==> config.mk <==
export PLATFORM = sky130hd
export DESIGN_NAME = sr_input_conditioner_flat
export DESIGN_NICKNAME = d
export VERILOG_FILES = /design/src/rtl/sr_cond_pkg.sv /design/src/rtl/sr_input_conditioner_if.sv /design/src/rtl/sr_debounce_ch.sv /design/src/rtl/sr_input_conditioner.sv /design/src/flat_wrapper.sv
export SDC_FILE = /design/constraint.sdc
export NUM_CORES = 1
export LEC_CHECK = 0
export CAP_MARGIN = 25
export CELL_PAD_IN_SITES_DETAIL_PLACEMENT = 0
export CELL_PAD_IN_SITES_GLOBAL_PLACEMENT = 1
export CORE_AREA = 2 2 43 45
export CTS_BUF_LIST = sky130_fd_sc_hd__clkbuf_16
export DETAILED_ROUTE_END_ITERATION = 6
export DIE_AREA = 0 0 45 47
export DONT_BUFFER_PORTS = 1
export PLACE_DENSITY = 0.7
export RECOVER_POWER = 25
export SLEW_MARGIN = 20
export SYNTH_ARGS = -nofsm -noshare
export SYNTH_HDL_FRONTEND = slang
export SYNTH_SLANG_ARGS = --single-unit
==> constraint.sdc <==
create_clock -name clk -period 1.2 [get_ports clk]
set_input_delay 0.18 -clock clk [delete_from_list [all_inputs] [get_ports clk]]
set_output_delay 0.18 -clock clk [all_outputs]
set_load 0.05 [all_outputs]
==> src/rtl/sr_cond_pkg.sv <==
// Shared encodings and sizing helper for the set/reset input conditioner.
// Pure declarations: no latency, no backpressure.
package sr_cond_pkg;

  typedef enum logic [1:0] {
    ST_IDLE     = 2'd0,
    ST_RISE_CHK = 2'd1,
    ST_HIGH     = 2'd2,
    ST_FALL_CHK = 2'd3
  } deb_state_e;

  localparam int DEBOUNCE_DEFAULT = 4;

  // Counter must be able to hold the value DEBOUNCE_CYCLES itself.
  function automatic int cnt_width(input int cycles);
    return $clog2(cycles + 1);
  endfunction

endpackage

==> src/rtl/sr_input_conditioner_if.sv <==
// Raw request lines in, conditioned latch pulses and levels out.
// Wires only: no latency, no backpressure.
interface sr_input_conditioner_if;

  logic set_raw;
  logic reset_raw;
  logic S;
  logic R;
  logic set_level;
  logic reset_level;
  logic conflict;

  modport master (
    output set_raw, reset_raw,
    input  S, R, set_level, reset_level, conflict
  );

  modport slave (
    input  set_raw, reset_raw,
    output S, R, set_level, reset_level, conflict
  );

endinterface

==> src/rtl/sr_debounce_ch.sv <==
// One channel: optional 2-flop synchroniser (SR_COND_SYNC_EN), debounce FSM, rise event.
// Accepts a change after DEBOUNCE_CYCLES stable cycles (+2 with sync); no backpressure.
module sr_debounce_ch
  import sr_cond_pkg::*;
#(
  parameter int DEBOUNCE_CYCLES = DEBOUNCE_DEFAULT
) (
  input  logic clk,
  input  logic rst_n,
  input  logic raw_i,
  output logic level_o,
  output logic rise_o
);

  localparam int CW = cnt_width(DEBOUNCE_CYCLES);
  localparam logic [CW-1:0] CNT_LIM = CW'(DEBOUNCE_CYCLES);
  localparam logic [CW-1:0] CNT_ONE = CW'(1);

  logic din;

`ifdef SR_COND_SYNC_EN
  logic sync1_q;
  logic sync2_q;

  always_ff @(posedge clk or negedge rst_n) begin
    if (!rst_n) begin
      sync1_q <= 1'b0;
      sync2_q <= 1'b0;
    end else begin
      sync1_q <= raw_i;
      sync2_q <= sync1_q;
    end
  end

  assign din = sync2_q;
`else
  assign din = raw_i;
`endif

  deb_state_e      state_q, state_d;
  logic [CW-1:0]   cnt_q, cnt_d;

  always_ff @(posedge clk or negedge rst_n) begin
    if (!rst_n) begin
      state_q <= ST_IDLE;
      cnt_q   <= '0;
    end else begin
      state_q <= state_d;
      cnt_q   <= cnt_d;
    end
  end

  // A level change on the input takes priority over the count reaching its limit.
  always_comb begin
    state_d = state_q;
    cnt_d   = cnt_q;
    rise_o  = 1'b0;
    case (state_q)
      ST_IDLE: begin
        if (din) begin
          state_d = ST_RISE_CHK;
          cnt_d   = CNT_ONE;
        end
      end
      ST_RISE_CHK: begin
        if (!din) begin
          state_d = ST_IDLE;
          cnt_d   = '0;
        end else if (cnt_q == CNT_LIM) begin
          state_d = ST_HIGH;
          cnt_d   = '0;
          rise_o  = 1'b1;
        end else begin
          cnt_d   = cnt_q + CNT_ONE;
        end
      end
      ST_HIGH: begin
        if (!din) begin
          state_d = ST_FALL_CHK;
          cnt_d   = CNT_ONE;
        end
      end
      ST_FALL_CHK: begin
        if (din) begin
          state_d = ST_HIGH;
          cnt_d   = '0;
        end else if (cnt_q == CNT_LIM) begin
          state_d = ST_IDLE;
          cnt_d   = '0;
        end else begin
          cnt_d   = cnt_q + CNT_ONE;
        end
      end
      default: begin
        state_d = ST_IDLE;
        cnt_d   = '0;
      end
    endcase
  end

  assign level_o = (state_q == ST_HIGH) || (state_q == ST_FALL_CHK);

endmodule

==> src/rtl/sr_input_conditioner.sv <==
// Arbitrates two debounced channels into exclusive one-cycle S/R pulses (SR_COND_SYNC_EN adds sync).
// Pulse/level latency DEBOUNCE_CYCLES edges (+2 with sync); no backpressure.
module sr_input_conditioner
  import sr_cond_pkg::*;
#(
  parameter int DEBOUNCE_CYCLES = DEBOUNCE_DEFAULT
) (
  input  logic                   clk,
  input  logic                   rst_n,
  sr_input_conditioner_if.slave  bus
);

  logic set_rise, reset_rise;
  logic set_lvl, reset_lvl;

  sr_debounce_ch #(.DEBOUNCE_CYCLES(DEBOUNCE_CYCLES)) u_set_ch (
    .clk     (clk),
    .rst_n   (rst_n),
    .raw_i   (bus.set_raw),
    .level_o (set_lvl),
    .rise_o  (set_rise)
  );

  sr_debounce_ch #(.DEBOUNCE_CYCLES(DEBOUNCE_CYCLES)) u_reset_ch (
    .clk     (clk),
    .rst_n   (rst_n),
    .raw_i   (bus.reset_raw),
    .level_o (reset_lvl),
    .rise_o  (reset_rise)
  );

  logic s_q, s_d;
  logic r_q, r_d;
  logic conflict_q, conflict_d;

  // Simultaneous acceptance drops both pulses so S=R=1 can never reach the latch.
  always_comb begin
    s_d        = set_rise & ~reset_rise;
    r_d        = reset_rise & ~set_rise;
    conflict_d = set_rise & reset_rise;
  end

  always_ff @(posedge clk or negedge rst_n) begin
    if (!rst_n) begin
      s_q        <= 1'b0;
      r_q        <= 1'b0;
      conflict_q <= 1'b0;
    end else begin
      s_q        <= s_d;
      r_q        <= r_d;
      conflict_q <= conflict_d;
    end
  end

  assign bus.S           = s_q;
  assign bus.R           = r_q;
  assign bus.conflict    = conflict_q;
  assign bus.set_level   = set_lvl;
  assign bus.reset_level = reset_lvl;

endmodule

==> src/flat_wrapper.sv <==
// flat-port wrapper written by rule: the top's interface ports become plain ports
module sr_input_conditioner_flat import sr_cond_pkg::*;
#(
  parameter int DEBOUNCE_CYCLES = DEBOUNCE_DEFAULT
)
  (clk, rst_n, bus_set_raw, bus_reset_raw, bus_S, bus_R, bus_set_level, bus_reset_level, bus_conflict);
  sr_input_conditioner_if bus_i ();
  input  logic clk;
  input  logic rst_n;
  input wire logic [$bits(bus_i.set_raw)-1:0] bus_set_raw;
  input wire logic [$bits(bus_i.reset_raw)-1:0] bus_reset_raw;
  output wire logic [$bits(bus_i.S)-1:0] bus_S;
  output wire logic [$bits(bus_i.R)-1:0] bus_R;
  output wire logic [$bits(bus_i.set_level)-1:0] bus_set_level;
  output wire logic [$bits(bus_i.reset_level)-1:0] bus_reset_level;
  output wire logic [$bits(bus_i.conflict)-1:0] bus_conflict;
  assign bus_i.set_raw = bus_set_raw;
  assign bus_i.reset_raw = bus_reset_raw;
  assign bus_S = bus_i.S;
  assign bus_R = bus_i.R;
  assign bus_set_level = bus_i.set_level;
  assign bus_reset_level = bus_i.reset_level;
  assign bus_conflict = bus_i.conflict;
  sr_input_conditioner #(.DEBOUNCE_CYCLES(DEBOUNCE_CYCLES)) u_core (.clk(clk), .rst_n(rst_n), .bus(bus_i));
endmodule
==> results of run 1 <==
where the power goes:
part / internal (µW) / switching [µW] / total, µW
registers: 586 / 122 / 708
clock network: 439 / 177 / 616
logic: 532 / 567 / 1100
total: 1560 / 866 / 2420
cell type report:
| cell class | instances | share of cell area, % |
|---|---|---|
| clock buffers | 3 | 8.38 |
| clock inverters | 1 | 0.419 |
| inverters | 5 | 2.09 |
| multi-input cells | 38 | 35.9 |
| flip-flops and latches | 13 | 36.3 |
| well taps | 17 | 2.37 |
| repair buffers | 17 | 14.5 |
worst max path at each step:
stage	start	endpoint	slack (ns)	cells past startpoint
after floorplan	u_core.u_reset_ch.cnt_q[0]$_DFFE_PN0P_	u_core.bus.S$_DFF_PN0_	-0.13	5
after global placement	u_core.u_reset_ch.cnt_q[0]$_DFFE_PN0P_	u_core.bus.S$_DFF_PN0_	-0.16	5
after detailed placement	u_core.u_set_ch.cnt_q[1]$_DFFE_PN0P_	u_core.bus.R$_DFF_PN0_	-0.16	5
after CTS	u_core.u_set_ch.cnt_q[0]$_DFFE_PN0P_	u_core.bus.R$_DFF_PN0_	-0.15	5
after global routing	u_core.u_reset_ch.cnt_q[0]$_DFFE_PN0P_	u_core.bus.S$_DFF_PN0_	-0.17	5
final	u_core.u_reset_ch.cnt_q[0]$_DFFE_PN0P_	u_core.bus.S$_DFF_PN0_	-0.12	5
worst max-delay path, delay by kind of cell, from the launching register on:
| kind | cells | cell delay (ns) |
|---|---|---|
| DFF | 1 | 0.39 |
| adders and majority gates | 1 | 0.14 |
| and+or+nand+nor | 3 | 0.59 |
| buffers and inverters | 1 | 0.09 |
cells in the final DEF, fill, tap and decap left out, drive strengths merged:
| cell type | instances |
|---|---|
| a21oi | 2 |
| and2 | 2 |
| buf | 16 |
| clkbuf | 3 |
| dfrtp | 13 |
| dlygate4sd3 | 1 |
| ha | 4 |
| inv | 6 |
| mux2 | 2 |
| mux2i | 1 |
| nand2 | 5 |
| nand2b | 1 |
| nand3 | 4 |
| nand4 | 2 |
| nor2 | 5 |
| nor2b | 2 |
| o22ai | 1 |
| o311ai | 1 |
| o31ai | 2 |
| or3b | 2 |
| xor2 | 2 |
per-stage QoR:
step | util, % | setup TNS [ns]
final | 54.2 | -0.270
after detailed placement | 44.5 | -0.483
after CTS | 52.3 | -0.401
after global placement | 44.5 | -0.428
after floorplan | - | -0.287
after global routing | 54.2 | -0.685
what timing repair did:
item,CTS,global route
hold buffers,1,0
endpoints found under the hold margin,13,0
pin swaps,6,2
setup buffers,2,2
setup endpoints to repair,6,11
gates resized for setup,7,4
kinds of logic after synthesis:
kind of cell	after synthesis
AO/OA/AOI/OAI	6
XOR/XNOR	2
adder cells (fa/ha/maj)	4
buffers and inverters	7
flip-flops	13
multiplexers	3
AND/OR/NAND/NOR	23
synthesized netlist by cell type (2+ instances only):
master    number
xor2_1         2
nand2_1        5
ha_1           4
nand4_1        2
nor2_1         5
nand3_1        2
o31ai_1        2
nand3_2        2
clkbuf_1       2
inv_1          5
mux2_2         2
dfrtp_1       13
a21oi_1        2
and2_1         2
or3b_4         2
nor2b_1        2
layer usage:
metal	wire, µm	share of wire (%)	GRT usage (%)
met2	591	49	22.0
met5	0	0	0
met3	36	3.0	2.31
met1	542	45	16.9
met4	29	2.4	8.82
==> results_dict.tcl, run 1 <==
set metrics [dict create \
    stdcell_area_um2 896 \
    slew_headroom_pct 60.0 \
    gp_congestion 0.768 \
    ys.flop_type "dfrtp_1" \
    hp-start "bus_reset_raw" \
    yosysTopAreaCell "dfrtp_1" \
    multi_input_area_um2 322 \
    reg2reg_to "u_core.bus.S$_DFF_PN0_" \
    avgViaCountPerCell 5.03 \
    p_leak_uw 0.000401 \
    layout-drive-gt1-share_pct 44.2 \
    critPathMaxStageDelay_ns 0.39 \
    powerDensity_nw_per_um2 2710 \
    place_area_um2 734 \
    yosys_warnings 0 \
    cp.required_ns 1.33 \
    crit_chain "inv_2 -> ha_4 -> nand3_2 -> or3b_4 -> nor2b_1" \
    avgSynthCellArea_um2 10.8 \
    finClkSkew_ns 0.00127 \
    synth_nets 66 \
    status "finished, violations left" \
    synth_area_leaders "dfrtp_1 52%, ha_1 8.0%, mux2_2 3.6%, or3b_4 3.6%, nand3_2 3.2%" \
    die_h_um 47 \
    synth_top_family_by_area "simple AND/OR/NAND/NOR gates" \
    cts_tree "done" \
    placed_cells 85 \
    seqCellArea_um2 325 \
    synth-seq-cells 13 \
    final_antenna_net_count 0 \
    areaGrowthSynthToFinish_pct 43.2 \
    grt_max_degree 14 \
    rrSetupSlack_ns -0.12 \
    dieArea_um2 2120 \
    maxSlewViolCount 0 \
    synth_area_um2 626 \
    grt_usage_pct 13.6 \
    hold-worst-slack_ns 0.0870 \
    initial_core_util_pct 37.9 \
    rows 15 \
    drv_cap 0 \
    worstPathMaxFanout 3 \
    fin_ws_ns -0.117 \
    coreArea_um2 1650 \
    drcViolationCount 0 \
    numPortBuffers 0 \
    nets 86 \
    grt_overflow_total 0 \
    antenna_found_initial 0 \
    period_minus_slack_ns 1.32 \
    grt_pass1_wl_mm 2.00 \
    finalPower_uw 2420 \
    min_path_type "primary input to flip-flop" \
    clk_pin_slew_ns 0.04 \
    critPathLaunchType "flip-flop" \
    fill_cells 153 \
    post-route-period-util_pct 110 \
    root_buffer "clkbuf_16" \
    ioPinCount 9 \
    yosysUniqueCellTypes 20 \
    instances_no_fill 94 \
    clk_path_buf_depth 2 \
    muxShareOfSynthArea_pct 5.20 \
    cts.sinks 13 \
    slowest_stage "dfrtp_1" \
    num_vias 473 \
    fmax_ghz 0.759 \
    ys_seq_area_share_pct 52.0 \
    htree_levels 1 \
    cts_made_buffers 3 \
    synthAdderAreaFrac_pct 8.00 \
    yosys.area_share.simple_pct 21.4 \
    diodes 0 \
    hold_path_depth 1 \
    drt_wl_total_mm 1.20 \
    r2r_cells 5 \
    synth_compound_area_share_pct 6.40 \
    hold_viol 0 \
    violations "setup timing" \
    vdd_drop_max_mv 1.36 \
    finalSetupViolCount 3 \
    cp-end-kind "flip-flop" \
    synth_edf_count 0 \
    hpwl_um 824 \
    arrival_ns 1.45 \
    worstSkewPairLatency_ns 0.24 \
    r2r_start "u_core.u_reset_ch.cnt_q[0]$_DFFE_PN0P_" \
    post-place-ws_ns -0.158 \
    initialDrtViolationCount 5 \
    yosysTopAreaCellShare_pct 52.0 \
    synthCells 58 \
    crit_type "flip-flop to flip-flop" \
    die_w_um 45 \
    grt_pass1_vias 454 \
    post_drt_wl_per_cell_um 12.8 \
    synth-async-reset-ratio_pct 100 \
    worstMarginPinSlew_ns 0.597 \
    drt_first_pass_iters 4 \
    rsz0062_at_grt "true" \
    synth_xor_area_share_pct 2.80 \
]
Note: power is estimated with default switching activity, not from simulation.
==> run 2: changes to the inputs <==
--- a/config.mk
+++ b/config.mk
@@ -6,13 +6,14 @@
 export NUM_CORES = 1
 export LEC_CHECK = 0
+export ABC_AREA = 1
 export CAP_MARGIN = 25
 export CELL_PAD_IN_SITES_DETAIL_PLACEMENT = 0
 export CELL_PAD_IN_SITES_GLOBAL_PLACEMENT = 1
-export CORE_AREA = 2 2 43 45
+export CORE_AREA = 2 2 46 48
 export CTS_BUF_LIST = sky130_fd_sc_hd__clkbuf_16
 export DETAILED_ROUTE_END_ITERATION = 6
-export DIE_AREA = 0 0 45 47
+export DIE_AREA = 0 0 48 50
 export DONT_BUFFER_PORTS = 1
-export PLACE_DENSITY = 0.7
+export PLACE_DENSITY = 0.69
 export RECOVER_POWER = 25
 export SLEW_MARGIN = 20
==> constraint.sdc (replaced) <==
create_clock -name clk -period 1.2 [get_ports clk]
set_input_delay 0.36 -clock clk [delete_from_list [all_inputs] [get_ports clk]]
set_output_delay 0.36 -clock clk [all_outputs]
set_load 0.05 [all_outputs]
==> run 2 against run 1 <==
- the run now ends clean
- clock power is 1% higher
- synthesized cell count increased by 50%
- via count is 8.2% higher
- critical path type is now flip-flop to primary output
- critical endpoint is now bus_reset_level
- highest routed layer unchanged
==> results_dict.tcl, run 2 <==
set metrics [dict create \
    status "completed" \
    synthTopCellsByCount "27 x nand2_1, 15 x inv_1, 13 x dfrtp_1" \
    cp.required_ns 0.84 \
    dieArea_um2 2400 \
    num_vias 512 \
    ys.flop_type "dfrtp_1" \
    critPathLaunchType "flip-flop" \
    synth-async-reset-ratio_pct 100 \
    hold_viol 0 \
    clk_pin_slew_ns 0.05 \
    coreArea_um2 1900 \
    final_antenna_net_count 0 \
    synthCells 87 \
    powerDensity_nw_per_um2 2410 \
    crit_chain "buf_6" \
    layout-drive-gt1-share_pct 22.7 \
    crit_type "flip-flop to primary output" \
    nets 106 \
    clk_path_buf_depth 2 \
    yosys_warnings 0 \
    path_buf_inv 1 \
    slew_headroom_pct 60.1 \
    initial_core_util_pct 35.3 \
    initialDrtViolationCount 4 \
    numPortBuffers 0 \
    grt_usage_pct 12.2 \
    areaGrowthSynthToFinish_pct 29.8 \
    period_minus_slack_ns 1.18 \
    mostFrequentLayoutCells "26 x nand2_1, 14 x inv_1, 13 x dfrtp_1" \
    synth_edf_count 0 \
    drt_first_pass_iters 4 \
    grt_overflow_total 0 \
    yosysTopAreaCell "dfrtp_1" \
    vdd_drop_max_mv 1.50 \
    yosysTopAreaCellShare_pct 48.4 \
    hpwl_um 827 \
    finClkSkew_ns 0.00389 \
    synth_area_um2 672 \
    die_h_um 50 \
    min_path_type "primary input to flip-flop" \
    grt_pass1_wl_mm 1.99 \
    rows 16 \
    diodes 0 \
    root_buffer "clkbuf_16" \
    worstPathMaxFanout 4 \
    post_drt_wl_per_cell_um 9.45 \
    p_leak_uw 0.000472 \
    stdcell_area_um2 872 \
    finalSetupViolCount 0 \
    fin_ws_ns 0.0162 \
    ioPinCount 9 \
    slowest_stage "dfrtp_1" \
    antenna_found_initial 0 \
    critPathTopFamily "flip-flops" \
    cts_tree "done" \
    ys_seq_area_share_pct 48.4 \
    grt_max_degree 14 \
    rsz0062_at_grt "true" \
    post-route-period-util_pct 98.7 \
    finalPower_uw 2100 \
    worstMarginPinSlew_ns 0.597 \
    drt_wl_total_mm 1.17 \
    cts_made_buffers 3 \
    cts_setup_buffers 0 \
    cp-end-kind "primary output" \
    maxSlewViolCount 0 \
    layout_commonest_cell "nand2_1" \
    synth_area_leaders "dfrtp_1 48%, nand2_1 15%, inv_1 8.4%, ha_1 7.4%, nor2_1 5.0%" \
    synth-seq-cells 13 \
    drv_cap 0 \
    synth_most_common_cell "nand2_1" \
    htree_levels 1 \
    arrival_ns 0.82 \
    gp_congestion 0.774 \
    critPathMaxStageDelay_ns 0.41 \
    die_w_um 48 \
    post-place-ws_ns 0.0149 \
    cts.sinks 13 \
    fill_cells 207 \
    avgSynthCellArea_um2 7.72 \
    fmax_ghz 0.845 \
    worstSkewPairLatency_ns 0.24 \
    place_area_um2 751 \
    drcViolationCount 0 \
    yosysUniqueCellTypes 14 \
    grt_pass1_vias 472 \
    avgViaCountPerCell 4.13 \
    synth_nets 95 \
]
==> run 2: cell count changes after synthesis, moves of 2 or more <==
| cell | previous run | this run |
|---|---|---|
| nand2_1 | 5 | 27 |
| inv_1 | 5 | 15 |
| o21ai_0 | 0 | 5 |
| nand3_1 | 2 | 6 |
| nor2_1 | 5 | 9 |
| mux2_2 | 2 | 0 |
| nand3_2 | 2 | 0 |
| nand4_1 | 2 | 0 |
| nor2b_1 | 2 | 0 |
| o31ai_1 | 2 | 0 |
| or3b_4 | 2 | 0 |
| xor2_1 | 2 | 0 |
==> run 2: area by class of cell <==
class / instances / area, µm² / area share, %
clock buffers: 3 / 75.1 / 8.61
well taps: 27 / 33.8 / 3.87
flip-flops and latches: 13 / 325 / 37.3
inverters: 16 / 60.1 / 6.89
repair buffers: 8 / 70.1 / 8.03
multi-input cells: 56 / 304 / 34.9
clock inverters: 1 / 3.75 / 0.430
==> run 2: cells by family after synthesis <==
kind of cell,after synthesis,share of synthesized area [%]
flops,13,48.4
fa+ha+maj,4,7.45
buf+inv,18,10.1
simple gates,46,29.6
compound gates,6,4.47
==> run 2: repair_timing <==
action,in CTS,in global routing
endpoints found under the setup margin,1,9
pin swaps,0,1
hold endpoints to repair,13,0
hold buffers,1,0
gates resized for setup,1,11
==> run 2: power by group <==
group	switching [µW]	total [µW]	internal, µW
sequential	122	703	581
clock	184	624	440
combinational	491	779	288
total	797	2100	1310
==> run 2: worst paths after layout <==
path                       slack [ns]                                     end                              startpoint  cells past startpoint
hold reg to reg                  0.53  u_core.u_reset_ch.cnt_q[1]$_DFFE_PN0P_  u_core.u_reset_ch.cnt_q[1]$_DFFE_PN0P_                      2
hold / removal                   0.25                               flip-flop                             bus_set_raw                      2
min in group asynchronous        0.57           u_core.bus.conflict$_DFF_PN0_                                   rst_n                      1
setup reg to reg                 0.05                  u_core.bus.S$_DFF_PN0_  u_core.u_reset_ch.cnt_q[1]$_DFFE_PN0P_                      6
setup / recovery                 0.02                         bus_reset_level                               flip-flop                      1
max in group asynchronous        0.24    u_core.u_set_ch.cnt_q[0]$_DFFE_PN0P_                                   rst_n                      1
==> run 2: through the flow <==
step	setup TNS (ns)	hold WS [ns]	util, %	cells
floorplan	0	0.0644	-	87
CTS	0	0.246	44.3	124
global route	-0.0813	0.266	45.9	124
detailed placement	0	0.0646	39.5	119
finish	0	0.254	45.9	124
global placement	0	0.0646	39.5	119
==> run 2: per-layer routing <==
metal | vias up | GRT usage (%) | share of wire (%)
met1 | 223 | 15.0 | 46
li1 | 278 | - | -
met4 | 0 | 5.41 | 1.5
met2 | 9 | 17.1 | 48
met3 | 2 | 6.59 | 4.5
met5 | - | 0 | 0
